--- config.mk ---
export PLATFORM = sky130hd
export DESIGN_NAME = picorv32_wait_mem
export DESIGN_NICKNAME = d
export VERILOG_FILES = /design/src/rtl/picorv32_wait_mem.sv
export SDC_FILE = /design/constraint.sdc
export NUM_CORES = 1
export LEC_CHECK = 0
export BUFFER_PORTS_ARGS = -buffer_cell sky130_fd_sc_hd__buf_2
export CAP_MARGIN = 20
export CORE_ASPECT_RATIO = 2
export CORE_MARGIN = 2
export CORE_UTILIZATION = 30
export CTS_CLUSTER_SIZE = 28
export DETAILED_ROUTE_END_ITERATION = 16
export SYNTH_ARGS = -nofsm -noshare
export SYNTH_HDL_FRONTEND = slang
export SYNTH_SLANG_ARGS = --single-unit
--- constraint.sdc ---
create_clock -name clk -period 4.1 [get_ports clk]
set_clock_uncertainty 0.1 [all_clocks]
set_input_delay 0.82 -clock clk [delete_from_list [all_inputs] [get_ports clk]]
set_output_delay 0.82 -clock clk [all_outputs]
set_load 0.05 [all_outputs]
--- src/rtl/picorv32_wait_mem.sv ---
// picorv32_wait_mem
//   Single-port RAM slave for the picorv32 native memory interface. A request
//   is captured in IDLE, optionally delayed by WAIT_STATES cycles, and then
//   answered with a one-cycle mem_ready pulse. The array is accessed on the
//   edge that enters RESP (read-before-write, byte strobed). Accesses beyond
//   the array set a sticky oob_err flag and return zero without writing.
//
// Ports
//   clk, reset            clock, asynchronous active-high reset
//   mem_valid/instr/addr/wdata/wstrb   request from the core
//   mem_ready, mem_rdata  one-cycle completion pulse and read data
//   oob_err               sticky out-of-range flag
//   rd_count, wr_count, if_count   saturating completed-access counters
module picorv32_wait_mem #(
  parameter int WORDS       = 32,
  parameter int WAIT_STATES = 0,
  parameter int CNT_WIDTH   = 16
) (
  input  logic                 clk,
  input  logic                 reset,
  input  logic                 mem_valid,
  input  logic                 mem_instr,
  input  logic [31:0]          mem_addr,
  input  logic [31:0]          mem_wdata,
  input  logic [3:0]           mem_wstrb,
  output logic                 mem_ready,
  output logic [31:0]          mem_rdata,
  output logic                 oob_err,
  output logic [CNT_WIDTH-1:0] rd_count,
  output logic [CNT_WIDTH-1:0] wr_count,
  output logic [CNT_WIDTH-1:0] if_count
);

  localparam int ABITS = $clog2(WORDS);
  localparam logic [3:0] WAIT_INIT = (WAIT_STATES > 0) ? 4'(WAIT_STATES - 1) : 4'd0;

  typedef enum logic [1:0] {S_IDLE, S_WAIT, S_RESP} state_t;

  state_t               state_q, state_d;
  logic [3:0]           cnt_q, cnt_d;
  logic [ABITS-1:0]     idx_q, idx_d;
  logic [31:0]          wdata_q, wdata_d;
  logic [3:0]           wstrb_q, wstrb_d;
  logic                 instr_q, instr_d;
  logic                 oob_q, oob_d;
  logic [31:0]          rdata_q, rdata_d;
  logic                 oob_err_q, oob_err_d;
  logic [CNT_WIDTH-1:0] rd_q, rd_d, wr_q, wr_d, if_q, if_d;

  logic [31:0]          mem [WORDS];

  logic                 req_oob;
  logic                 unused_low_bits;

  // Array access port: driven either by the live request (zero wait states)
  // or by the captured request (leaving WAIT).
  logic                 acc_en;
  logic [ABITS-1:0]     acc_idx;
  logic [31:0]          acc_wdata;
  logic [3:0]           acc_wstrb;
  logic                 acc_oob;
  logic [31:0]          acc_old;
  logic [31:0]          acc_new;

  function automatic logic [CNT_WIDTH-1:0] sat_inc(input logic [CNT_WIDTH-1:0] v);
    return (&v) ? v : v + CNT_WIDTH'(1);
  endfunction

  assign req_oob         = |mem_addr[31:ABITS+2];
  assign unused_low_bits = ^mem_addr[1:0];

  always_comb begin
    state_d   = state_q;
    cnt_d     = cnt_q;
    idx_d     = idx_q;
    wdata_d   = wdata_q;
    wstrb_d   = wstrb_q;
    instr_d   = instr_q;
    oob_d     = oob_q;
    oob_err_d = oob_err_q;
    rd_d      = rd_q;
    wr_d      = wr_q;
    if_d      = if_q;
    acc_en    = 1'b0;
    acc_idx   = idx_q;
    acc_wdata = wdata_q;
    acc_wstrb = wstrb_q;
    acc_oob   = oob_q;

    case (state_q)
      S_IDLE: begin
        if (mem_valid) begin
          idx_d   = mem_addr[ABITS+1:2];
          wdata_d = mem_wdata;
          wstrb_d = mem_wstrb;
          instr_d = mem_instr;
          oob_d   = req_oob;
          if (WAIT_STATES == 0) begin
            state_d   = S_RESP;
            acc_en    = 1'b1;
            acc_idx   = mem_addr[ABITS+1:2];
            acc_wdata = mem_wdata;
            acc_wstrb = mem_wstrb;
            acc_oob   = req_oob;
          end else begin
            state_d = S_WAIT;
            cnt_d   = WAIT_INIT;
          end
        end
      end
      S_WAIT: begin
        if (cnt_q != 4'd0) begin
          cnt_d = cnt_q - 4'd1;
        end else begin
          state_d = S_RESP;
          acc_en  = 1'b1;
        end
      end
      S_RESP: begin
        state_d   = S_IDLE;
        oob_err_d = oob_err_q | oob_q;
        if (wstrb_q == 4'd0) begin
          rd_d = sat_inc(rd_q);
          if (instr_q) if_d = sat_inc(if_q);
        end else begin
          wr_d = sat_inc(wr_q);
        end
      end
      default: state_d = S_IDLE;
    endcase

    acc_old = mem[acc_idx];
    for (int i = 0; i < 4; i++) begin
      acc_new[8*i +: 8] = acc_wstrb[i] ? acc_wdata[8*i +: 8] : acc_old[8*i +: 8];
    end

    // Read data is only held for the RESP cycle; everywhere else it is zero.
    rdata_d = (acc_en && !acc_oob) ? acc_old : 32'd0;
  end

  // Control and output registers
  always_ff @(posedge clk or posedge reset) begin
    if (reset) begin
      state_q   <= S_IDLE;
      cnt_q     <= 4'd0;
      rdata_q   <= 32'd0;
      oob_err_q <= 1'b0;
      rd_q      <= '0;
      wr_q      <= '0;
      if_q      <= '0;
    end else begin
      state_q   <= state_d;
      cnt_q     <= cnt_d;
      rdata_q   <= rdata_d;
      oob_err_q <= oob_err_d;
      rd_q      <= rd_d;
      wr_q      <= wr_d;
      if_q      <= if_d;
    end
  end

  // Captured request fields; only consumed after a capture, so no reset
  always_ff @(posedge clk) begin
    idx_q   <= idx_d;
    wdata_q <= wdata_d;
    wstrb_q <= wstrb_d;
    instr_q <= instr_d;
    oob_q   <= oob_d;
  end

  // RAM array; contents survive reset
  always_ff @(posedge clk) begin
    if (acc_en && !acc_oob && (acc_wstrb != 4'd0)) begin
      mem[acc_idx] <= acc_new;
    end
  end

  assign mem_ready = (state_q == S_RESP);
  assign mem_rdata = rdata_q;
  assign oob_err   = oob_err_q;
  assign rd_count  = rd_q;
  assign wr_count  = wr_q;
  assign if_count  = if_q;

endmodule
# Word level (Yosys, flattened, before mapping)

Memory sizes are Yosys's and may differ from the RTL's.
Cells that the tools add are included.
Widths: inputs -> output; s select.

Bits in registers: 130
RAM bits: 1024
Input port bits: 72
Output and inout bits: 82
Logic and storage cells: 64
Memories kept: 1

$add $sub $neg: 4
Equal/unequal tests: 4
Multiplexer cells: 21
Bitwise logic cells: 5
Reductions and logical operators: 17

Memory list:

| name | words | bits a word | rd ports | clocked after memory_dff | wr ports | line | RTL |
|---|---|---|---|---|---|---|---|
| mem  | 32    | 32          | 1        | 0                        | 1        | 50   | `logic [31:0] mem [WORDS];` |

Operator list:

| kind                  | number |
|---|---|
| $mux 32               | 3 |
| $add 16x1->16 const B | 3 |
| $reduce_and 16->1     | 3 |
| $mux 8                | 4 |
| $reduce_or 25->1      | 1 |
| $mux 5                | 2 |
| $mux 4                | 2 |
| $reduce_bool 4->1     | 2 |
| $mux 1                | 6 |
| $reduce_and 2->1      | 3 |
| $reduce_and 3->1      | 2 |
| $logic_not 4->1       | 1 |
| $mux 2                | 2 |
| $ne 2x2->1 const B    | 2 |
| $not 1->1             | 4 |
| $pmux 2 s2            | 1 |
| $reduce_and 4->1      | 1 |
| $sub 4x1->4 const B   | 1 |
| $eq 2x1->1 const B    | 1 |
| $eq 2x2->1 const B    | 1 |
| $logic_and 1x1->1     | 2 |
| $logic_not 2->1       | 1 |
| $pmux 1 s2            | 1 |
| $logic_not 1->1       | 1 |
| $or 1x1->1            | 1 |

# Depth between registers and ports, before layout

Gate-level depths: netlist of run 1.

Depth in word-level cells: 8
Mapped depth: 11

# Worst setup path after synthesis of run 1

No wires, ideal clock.

Kind: input to register
Start: in mem_valid
End: mem mem[0][0] (enable)
Library setup time: 0.421 ns
Arrival: 3.494 ns
Required time: 3.579 ns
Slack: 0.085 ns
Stages on the path: 10
Path buffers: 3
Cells stage by stage: nand2b_1 buf_4 buf_2 nor3_1 nand4_1 nor2_1 o41a_1 nand2b_1 buf_2 nor2_1

Longest elaborated chain between the ends: 7

RTL lines:

| what                           | line | RTL |
|---|---|---|
| from (decl)                    | 21   | `input logic mem_valid,` |
| $mux 1                         | 92   | `if (mem_valid) begin` |
| $mux 1                         | --   |  |
| $logic_not 1->1                | 173  | `if (acc_en && !acc_oob && (acc_wstrb != 4'd0)) begin` |
| $logic_and 1x1->1 (2 in a row) | 173  |  |
| $mux 1                         | 173  |  |
| $mux 1 (not written as such)   | 174  | `mem[acc_idx] <= acc_new;` |
| to (decl)                      | 50   |  |

Several ways; a longest one is shown, not always the timed one.

# Final worst setup path of run 1

Start: reg state_q[1]
End: mem mem[3][31] (data pin)

Longest elaborated chain between the ends: 4

RTL lines:

| what                   | line | RTL |
|---|---|---|
| from (decl)            | 39   | `state_t state_q, state_d;` |
| from (signal assigned) | 152  | `state_q <= state_d;` |
| $logic_not 2->1 (*)    | 90   | `case (state_q)` |
| $mux 5                 | 90   |  |
| $mem_v2 32x32          | --   |  |
| $mux 8 (*)             | 134  | `acc_new[8*i +: 8] = acc_wstrb[i] ? acc_wdata[8*i +: 8] : acc_old[8*i +: 8];` |
| named net acc_new[31]  | 63   | `logic [31:0] acc_new;` |

The timed path passes the listed nets; every way through them passes the cells marked *.

==> results.yml, run 1 <==
outcome:
  result_of_the_run: "finished, final reports clean"
critical_path:
  crit_path_end: "mem[3][31]"
  reg2reg_depth: 9
  reg2reg_slack_ns: 0.34
  timing.critical_path.from_type: "flip-flop"
  startpoint: "state_q[1]"
  timing.critical_path.fanout_max: 32
  setup.worst_path.end_class: "flip-flop"
  critPathArrivalTime_ns: 3.93
  criticalPathCategory: "reg -> reg"
  regToRegStartpoint: "state_q[1]"
  worst_r2r_endpoint: "mem[3][31]"
  crit_required_ns: 4.26
sta:
  tightest_slew_ns: 1.17
  hold_viol: 0
  finalCriticalPeriod_ns: 3.76
  max-slew-margin-rel: 0.215
  rsz_0062_raised_after_global_routing: "no"
  final.setup.tns_ns: 0
  min_period_over_period: 0.918
  final-setup-viol-count: 0
  achievable-frequency_mhz: 266
  worst_hold_slack_after_final_layout_ns: 0.172
  timing_max_transition_violations_final: 0
floorplan:
  die-area_um2: 145000
  core.rowCount: 195
  core_region_area_um2: 141000
  initial_core_util: 0.301
  die_x_um: 270
  io_pins: 154
  die_span_in_y_um: 536
finish:
  drive_gt1_frac: 0.200
  synthToLayoutAreaGrowth_pct: 20.1
  finalNetCount: 3083
  final_cell_area_um2: 50900
logic_synthesis:
  yosysSeqAreaShare: 0.794
  postSynthRegisterBits: 1149
  yosysWarnings: 0
  post_synth_main_area_contributors: "sky130_fd_sc_hd__edfxtp_1 (73%), sky130_fd_sc_hd__o22ai_1 (6.8%), sky130_fd_sc_hd__dfrtp_1 (4.8%), sky130_fd_sc_hd__nor3_1 (2.8%), sky130_fd_sc_hd__dfxtp_1 (2.0%)"
  synth_edf_count: 1025
  synth_top_area_share: 0.725
  synth_cells: 2704
  synth.net_count: 2779
  synthTopCellsByCount: "sky130_fd_sc_hd__edfxtp_1 (1025), sky130_fd_sc_hd__o22ai_1 (461), sky130_fd_sc_hd__nor3_1 (236)"
  per_instance_average_area_after_synthesis_um2: 15.7
  mappedNetlistArea_um2: 42400
  synthMostInstantiatedCell: "sky130_fd_sc_hd__edfxtp_1"
  synth.distinct_cells: 60
  synthArstFlopShare: 0.0714
  yosys.area.top_type: "sky130_fd_sc_hd__edfxtp_1"
  postSynth.topFlopCell: "sky130_fd_sc_hd__edfxtp_1"
power:
  share_clk_of_total_power: 0.336
  power.density_nw_per_um2: 527
  internal-power_mw: 20.0
  power.combinational.fraction: 0.147
  total_switching_power_mw: 6.89
  ir_drop_v: 0.000404
  power.sequential.fraction: 0.516
  switching_share: 0.257
  power_leakage_nw: 17.0
grt:
  grt_start_max_net_pins: 60
  grt_remaining_overflow: 0
  grt_usage: 0.168
  first_global_vias: 25900
  grt_antenna_before_repair: 1
  grt_first_pass_wirelength_um: 179000
placement:
  placement.io_buffers: 151
  dpl.hpwl_um: 76700
  placed_area_um2: 48000
  gpl.final_weighted_congestion: 0.817
detailed_routing:
  route.vias.total: 25900
  detailedRoute.firstIterationViolations: 2208
  routed_via_density: 5.23
  final_antenna_net_count: 0
  route.detailed.drc: 0
  firstDrtPassIters: 5
  detail_route.wl_per_cell_um: 25.1
  totalWireLength_um: 124000
clocking:
  holdBufCountCts: 0
  cts-htree-levels: 3
  tritoncts: "yes"
  post_cts_buffers: 0
  clock_latency_ns: 0.68
  cts_num_sinks: 1149
  clk_root_buffer_cell: "sky130_fd_sc_hd__clkbuf_16"
  cts-buffers-inserted: 85
  cts_repair_resize_count: 0
  clkTransAtPathRegs_ns: 0.07
  ctsLongestPathBuffers: 3
job:
  maxCapViolCount: 0
min_path:
  hp-class: "in -> async"
==> sequential cells by signal (all words and copies together), names as in the netlist <==
register / flops
mem: 1024
mem_rdata: 32
wdata_q: 32
if_count: 16
rd_count: 16
wr_count: 16
idx_q: 5
wstrb_q: 4
instr_q: 1
oob_err: 1
oob_q: 1
state_q: 1
==> critical path, cell delays in order (launching register included) <==
cell,delay [ns]
sky130_fd_sc_hd__dfrtp_1,0.38
sky130_fd_sc_hd__buf_4,0.21
sky130_fd_sc_hd__or4b_2,0.76
sky130_fd_sc_hd__o31ai_4,0.11
sky130_fd_sc_hd__nand2_4,0.17
sky130_fd_sc_hd__a2111oi_0,0.60
sky130_fd_sc_hd__buf_4,0.21
sky130_fd_sc_hd__a31oi_1,0.04
sky130_fd_sc_hd__and3_1,0.19
sky130_fd_sc_hd__a32o_1,0.57
==> worst min-delay path by stage <==
stage / startpoint / to / slack, ns / depth (start not counted)
2_1_floorplan: wdata_q[0] / wdata_q[0] / 0.31 / 2
3_3_place_gp: wdata_q[6] / wdata_q[6] / 0.33 / 2
3_5_place_dp: wdata_q[0] / wdata_q[0] / 0.33 / 2
4_1_cts: reset / mem_rdata[3] / 0.17 / 3
5_1_grt: reset / wr_count[7] / 0.21 / 3
6_report: reset / wr_count[8] / 0.17 / 3
==> layout by cell type (no fill, tap or decap), types with 25 or more instances in the layout <==
cell type / instances
sky130_fd_sc_hd__dfrtp_1: 82
sky130_fd_sc_hd__edfxtp_1: 1025
sky130_fd_sc_hd__nor2_1: 130
sky130_fd_sc_hd__nand4_1: 47
sky130_fd_sc_hd__nor2_4: 32
sky130_fd_sc_hd__nor3_1: 236
sky130_fd_sc_hd__mux2_2: 32
sky130_fd_sc_hd__and2_1: 36
sky130_fd_sc_hd__xnor2_1: 35
sky130_fd_sc_hd__clkbuf_16: 86
sky130_fd_sc_hd__nand2_1: 176
sky130_fd_sc_hd__o22ai_1: 461
sky130_fd_sc_hd__buf_2: 151
sky130_fd_sc_hd__dfxtp_1: 42
sky130_fd_sc_hd__buf_4: 137
sky130_fd_sc_hd__nand3_1: 25
sky130_fd_sc_hd__buf_12: 86
==> logic make-up (layout without fill, tap and decap cells) <==
logic type	count (synthesis)	in the layout	synth area share
flops	1149	1149	0.794
simple gates	733	733	0.0812
compound gates	539	539	0.0816
buf+inv	183	556	0.0181
mux	52	52	0.0154
xor+xnor	45	45	0.00929
fa+ha+maj	3	3	0.000885
other cells	0	1	0
==> cell type report <==
cell class | instances | area [µm²]
fill | 13100 | 89800
tap | 1871 | 2340
multi-input combinational | 1372 | 8320
sequential | 1149 | 33700
antenna | 1 | 2.50
inverter | 25 | 97.6
clock inverter | 64 | 807
timing repair buffer | 375 | 3530
clock buffer | 92 | 2170
==> stage by stage <==
step                       util  std cells  total power, mW  setup WS (ns)
final                     0.362       4949             26.9          0.337
after global routing      0.362       4949             27.6          0.185
after CTS                 0.362       4948             26.9          0.370
after detailed placement  0.341       4792             18.1       -0.00695
after global placement    0.340       4788             18.0         0.0468
after floorplan               -       2704             16.1         0.0852
==> power groups by stage <==
stage	Sequential (mW)	Clock, mW	Combinational [mW]
3_3_place_gp	14.1	0	3.88
4_1_cts	13.9	9.13	3.95
5_1_grt	13.9	9.51	4.23
3_5_place_dp	14.1	0	3.94
2_1_floorplan	14.3	0	1.88
6_report	13.9	9.03	3.96
==> per-layer routing <==
layer,part of all wire,vias to the layer above,GRT usage
met4,0.047,0,0.0784
li1,-,11300,-
met3,0.056,245,0.0205
met5,0,-,0
met1,0.34,13300,0.179
met2,0.55,1080,0.326
Note: power is estimated with default switching activity, not from simulation.
==> inputs of run 2 (changes only) <==
Settings changed: CTS_BUF_LIST set to sky130_fd_sc_hd__clkbuf_8 sky130_fd_sc_hd__clkbuf_16, SKIP_LAST_GASP set to 1.
==> run 2 against run 1 <==
Compared with the run above: critical path depth did not move; largest power group unchanged; critical path type unchanged; power barely moved; sequential share of layout area did not move.
==> results.yml, run 2 (synthesized netlist as in run 1, its figures left out) <==
sta:
  rsz_0062_raised_after_global_routing: "no"
  tightest_slew_ns: 1.16
  worst_hold_slack_after_final_layout_ns: 0.173
  hold_viol: 0
  min_period_over_period: 0.918
  max-slew-margin-rel: 0.224
  achievable-frequency_mhz: 266
  final.setup.tns_ns: 0
  finalCriticalPeriod_ns: 3.76
  final-setup-viol-count: 0
  timing_max_transition_violations_final: 0
  postLayoutSetupSlackWorst_ns: 0.335
floorplan:
  core_region_area_um2: 141000
  die_x_um: 270
  core.rowCount: 195
  die_span_in_y_um: 536
  io_pins: 154
  initial_core_util: 0.301
  die-area_um2: 145000
detailed_routing:
  route.detailed.drc: 0
  detail_route.wl_per_cell_um: 25.2
  routed_via_density: 5.24
  totalWireLength_um: 124000
  final_antenna_net_count: 0
  detailedRoute.firstIterationViolations: 2115
  firstDrtPassIters: 8
  route.vias.total: 26000
grt:
  grt_remaining_overflow: 0
  grt_start_max_net_pins: 60
  grt_first_pass_wirelength_um: 179000
  grt_usage: 0.168
  first_global_vias: 25900
  grt_antenna_before_repair: 1
min_path:
  hp-class: "in -> async"
clocking:
  post_cts_buffers: 0
  cts_num_sinks: 1149
  clkTransAtPathRegs_ns: 0.07
  cts-buffers-inserted: 85
  clock_latency_ns: 0.68
  holdBufCountCts: 0
  tritoncts: "yes"
  cts_repair_resize_count: 0
  ctsLongestPathBuffers: 3
  clk_root_buffer_cell: "sky130_fd_sc_hd__clkbuf_16"
  cts-htree-levels: 3
job:
  maxCapViolCount: 0
placement:
  dp_cells: 4792
  dpl_worst_slack_ns: -0.00695
  placement.io_buffers: 151
  gpl.final_weighted_congestion: 0.817
  dpl.hpwl_um: 76700
finish:
  synthToLayoutAreaGrowth_pct: 20.1
  finalNetCount: 3083
  n_fill_cell: 13100
  final_cell_count_no_fill: 4949
  drive_gt1_frac: 0.200
  layout.cells.most_common_list: "sky130_fd_sc_hd__edfxtp_1 (1025), sky130_fd_sc_hd__o22ai_1 (461), sky130_fd_sc_hd__nor3_1 (236)"
  largest_register_ffs: 1024
  largest-register: "mem"
  mostFrequentLayoutCell: "sky130_fd_sc_hd__edfxtp_1"
critical_path:
  timing.critical_path.fanout_max: 32
  setup.worst_path.end_class: "flip-flop"
  crit_required_ns: 4.26
  regToRegStartpoint: "state_q[1]"
  critPathArrivalTime_ns: 3.92
  reg2reg_depth: 9
  timing.critical_path.from_type: "flip-flop"
  worst_r2r_endpoint: "mem[3][31]"
  reg2reg_slack_ns: 0.34
  criticalPathCategory: "reg -> reg"
outcome:
  result_of_the_run: "finished, final reports clean"
power:
  power.density_nw_per_um2: 527
  p_total_mw: 26.8
  power_leakage_nw: 17.0
  ir_drop_v: 0.000407
[run 2: cell types whose count changed in the layout (fill, tap and decap cells not counted), sizes merged]
cell	change
clkbuf	-6
inv	+6
[run 2: worst max-delay path, cell delays in order, from the launching register on]
cell and delay, ns:
sky130_fd_sc_hd__dfrtp_1 0.38, sky130_fd_sc_hd__buf_4 0.21, sky130_fd_sc_hd__or4b_2 0.76, sky130_fd_sc_hd__o31ai_4 0.12, sky130_fd_sc_hd__nand2_4 0.17, sky130_fd_sc_hd__a2111oi_0 0.60, sky130_fd_sc_hd__buf_4 0.21, sky130_fd_sc_hd__a31oi_1 0.04
sky130_fd_sc_hd__and3_1 0.19, sky130_fd_sc_hd__a32o_1 0.57
[run 2: how the worst max path moves through the flow]
| stage | startpoint | to | slack, ns |
|---|---|---|---|
| 3_3_place_gp | mem_valid | mem[25][31] | 0.05 |
| 2_1_floorplan | mem_valid | mem[0][0] | 0.09 |
| 6_report | state_q[1] | mem[3][31] | 0.34 |
| 3_5_place_dp | mem_valid | mem[3][31] | -0.007 |
| 4_1_cts | state_q[1] | mem[3][31] | 0.37 |
| 5_1_grt | state_q[1] | mem[2][31] | 0.18 |
[run 2: final cells by class]
| type | instances | area (µm²) | area share |
|---|---|---|---|
| antenna | 1 | 2.50 | 0.0000491 |
| clock inverter | 70 | 830 | 0.0163 |
| sequential | 1149 | 33700 | 0.661 |
| timing repair buffer | 375 | 3530 | 0.0694 |
| tap | 1871 | 2340 | 0.0459 |
| inverter | 25 | 97.6 | 0.00192 |
| clock buffer | 86 | 2150 | 0.0422 |
| multi-input combinational | 1372 | 8320 | 0.163 |
[run 2: through the flow]
stage,utilization,instance area (µm²)
global placement,0.340,47900
finish,0.362,50900
detailed placement,0.341,48000
floorplan,-,42400
CTS,0.362,50900
global route,0.362,50900
[run 2: report_power, final]
| group | switching (mW) | leakage [nW] | internal (mW) |
|---|---|---|---|
| sequential | 0.105 | 10.7 | 13.8 |
| combinational | 2.72 | 4.80 | 1.24 |
| clock | 4.07 | 1.46 | 4.95 |
| total | 6.90 | 17.0 | 19.9 |
[run 2: per-layer routing]
layer | routed length, µm | track usage
met3 | 6990 | 0.0205
met5 | 0 | 0
met4 | 5850 | 0.0784
met1 | 43000 | 0.179
met2 | 68600 | 0.326
==> inputs of run 3 (changes only) <==
Settings changed: CORE_ASPECT_RATIO 2 to unset.
==> run 3 against run 2 <==
Compared with the run above: hold slack got worse by 0.13 ns; setup slack improved by 0.12 ns; cell area rose by 0.61%; register-to-register slack improved by 0.12 ns; via count up 0.97%; sequential power about the same; power increased by 2.8%; clock power grew 8.6%; first-iteration DRC count is 22% higher; cell count is 1.2% higher; critical path type unchanged; largest cell class unchanged; largest power group unchanged.
==> results.yml, run 3 (synthesized netlist as in run 1, its figures left out) <==
outcome:
  result_of_the_run: "finished, final reports clean"
clocking:
  post_cts_buffers: 0
  tritoncts: "yes"
  cts-htree-levels: 3
  cts-buffers-inserted: 109
  cts_repair_resize_count: 0
  ctsLongestPathBuffers: 3
  holdBufCountCts: 0
  clkTransAtPathRegs_ns: 0.06
  cts_num_sinks: 1149
  clock_latency_ns: 0.69
  clk_root_buffer_cell: "sky130_fd_sc_hd__clkbuf_16"
critical_path:
  setup.worst_path.end_class: "flip-flop"
  timing.critical_path.fanout_max: 32
  crit_required_ns: 4.35
  timing.critical_path.from_type: "flip-flop"
  critPathArrivalTime_ns: 3.89
  criticalPathCategory: "reg -> reg"
detailed_routing:
  route.detailed.drc: 0
  totalWireLength_um: 123000
  detail_route.wl_per_cell_um: 24.5
  firstDrtPassIters: 5
  detailedRoute.firstIterationViolations: 2575
  route.vias.total: 26200
  final_antenna_net_count: 0
  routed_via_density: 5.23
finish:
  synthToLayoutAreaGrowth_pct: 20.8
  final_cell_area_um2: 51300
  finalNetCount: 3102
  layout.cells.most_common_list: "sky130_fd_sc_hd__edfxtp_1 (1025), sky130_fd_sc_hd__o22ai_1 (461), sky130_fd_sc_hd__nor3_1 (236)"
  n_fill_cell: 13200
  drive_gt1_frac: 0.201
  mostFrequentLayoutCell: "sky130_fd_sc_hd__edfxtp_1"
  largest-register: "mem"
  largest_register_ffs: 1024
power:
  power.density_nw_per_um2: 538
  power_leakage_nw: 17.3
  power.combinational.fraction: 0.142
  share_clk_of_total_power: 0.355
  internal-power_mw: 20.5
  switching_share: 0.258
  total_switching_power_mw: 7.12
  ir_drop_v: 0.000364
  power.sequential.fraction: 0.503
  p_total_mw: 27.6
floorplan:
  die-area_um2: 144000
  io_pins: 154
  core_region_area_um2: 141000
  core.rowCount: 138
  die_x_um: 380
  die_span_in_y_um: 380
  initial_core_util: 0.301
sta:
  max-slew-margin-rel: 0.232
  finalCriticalPeriod_ns: 3.64
  rsz_0062_raised_after_global_routing: "no"
  achievable-frequency_mhz: 275
  timing_max_transition_violations_final: 0
  hold_viol: 0
  tightest_slew_ns: 1.15
  min_period_over_period: 0.888
  final-setup-viol-count: 0
  worst_hold_slack_after_final_layout_ns: 0.0419
grt:
  first_global_vias: 25300
  grt_antenna_before_repair: 2
  grt_start_max_net_pins: 83
  grt_remaining_overflow: 0
  grt_first_pass_wirelength_um: 177000
  grt_usage: 0.164
placement:
  placement.io_buffers: 151
  dpl.hpwl_um: 73300
  gpl.final_weighted_congestion: 0.808
  placed_area_um2: 47700
min_path:
  hp-class: "in -> async"
job:
  maxCapViolCount: 0
run 3: changes by cell type in the layout (fill, tap and decap cells not counted), sizes merged:
cell and delta:
clkinv +12, bufinv -9, clkbuf +30, buf -5
clkinvlp -5, inv +19
run 3: worst paths after layout:
check | cells past startpoint | to | startpoint | slack (ns)
min in group clk | 1 | instr_q | mem_instr | 0.21
setup reg to reg | 12 | mem[1][27] | state_q[1] | 0.46
max in group asynchronous | 3 | wr_count[15] | reset | 3.23
hold / removal | 2 | rd_count[0] | reset | 0.04
hold reg to reg | 2 | wdata_q[0] | wdata_q[0] | 0.35
setup / recovery | 12 | mem[1][27] | state_q[1] | 0.46
run 3: power by group through the flow:
stage | clock (mW) | combinational (mW) | sequential (mW)
after floorplan | 0 | 1.88 | 14.3
after global placement | 0 | 3.80 | 14.1
after detailed placement | 0 | 3.87 | 14.1
after CTS | 9.92 | 3.89 | 13.9
after global routing | 10.3 | 4.20 | 13.9
final | 9.80 | 3.92 | 13.9
run 3: final cells by class:
cell class / count / area (µm²) / area share
Antenna cell: 1 / 2.50 / 0.0000488
Clock buffer: 116 / 2860 / 0.0557
Clock inverter: 87 / 621 / 0.0121
Inverter: 25 / 98.8 / 0.00193
Multi-Input combinational cell: 1372 / 8330 / 0.162
Sequential cell: 1149 / 33700 / 0.657
Tap cell: 1890 / 2360 / 0.0461
Timing Repair Buffer: 370 / 3320 / 0.0647
run 3: routing by layer:
layer,vias to the layer above,GRT usage,part of all wire
li1,11400,-,-
met1,13500,0.218,0.40
met2,1192,0.280,0.49
met3,175,0.0241,0.079
met4,0,0.0455,0.024
met5,-,0,0
run 3: critical path, cell delays in order (launching register included):
cell                       delay, ns
sky130_fd_sc_hd__dfrtp_1        0.37
sky130_fd_sc_hd__nand2b_2       0.21
sky130_fd_sc_hd__buf_12         0.17
sky130_fd_sc_hd__inv_4          0.19
sky130_fd_sc_hd__mux2i_2        0.29
sky130_fd_sc_hd__inv_2          0.16
sky130_fd_sc_hd__nand2_2        0.11
sky130_fd_sc_hd__buf_12         0.24
sky130_fd_sc_hd__buf_4          0.36
sky130_fd_sc_hd__nor3_1         0.10
sky130_fd_sc_hd__nor2_1         0.17
sky130_fd_sc_hd__nand4_1        0.21
sky130_fd_sc_hd__mux2_2         0.54
run 3: per-stage QoR:
step	setup TNS, ns	utilization	std cells	setup WS (ns)
6_report	0	0.364	5010	0.458
5_1_grt	0	0.364	5010	0.338
2_1_floorplan	0	-	2704	0.0852
3_5_place_dp	-0.351	0.339	4803	-0.0105
3_3_place_gp	0	0.338	4798	0.0236
4_1_cts	0	0.363	5006	0.465
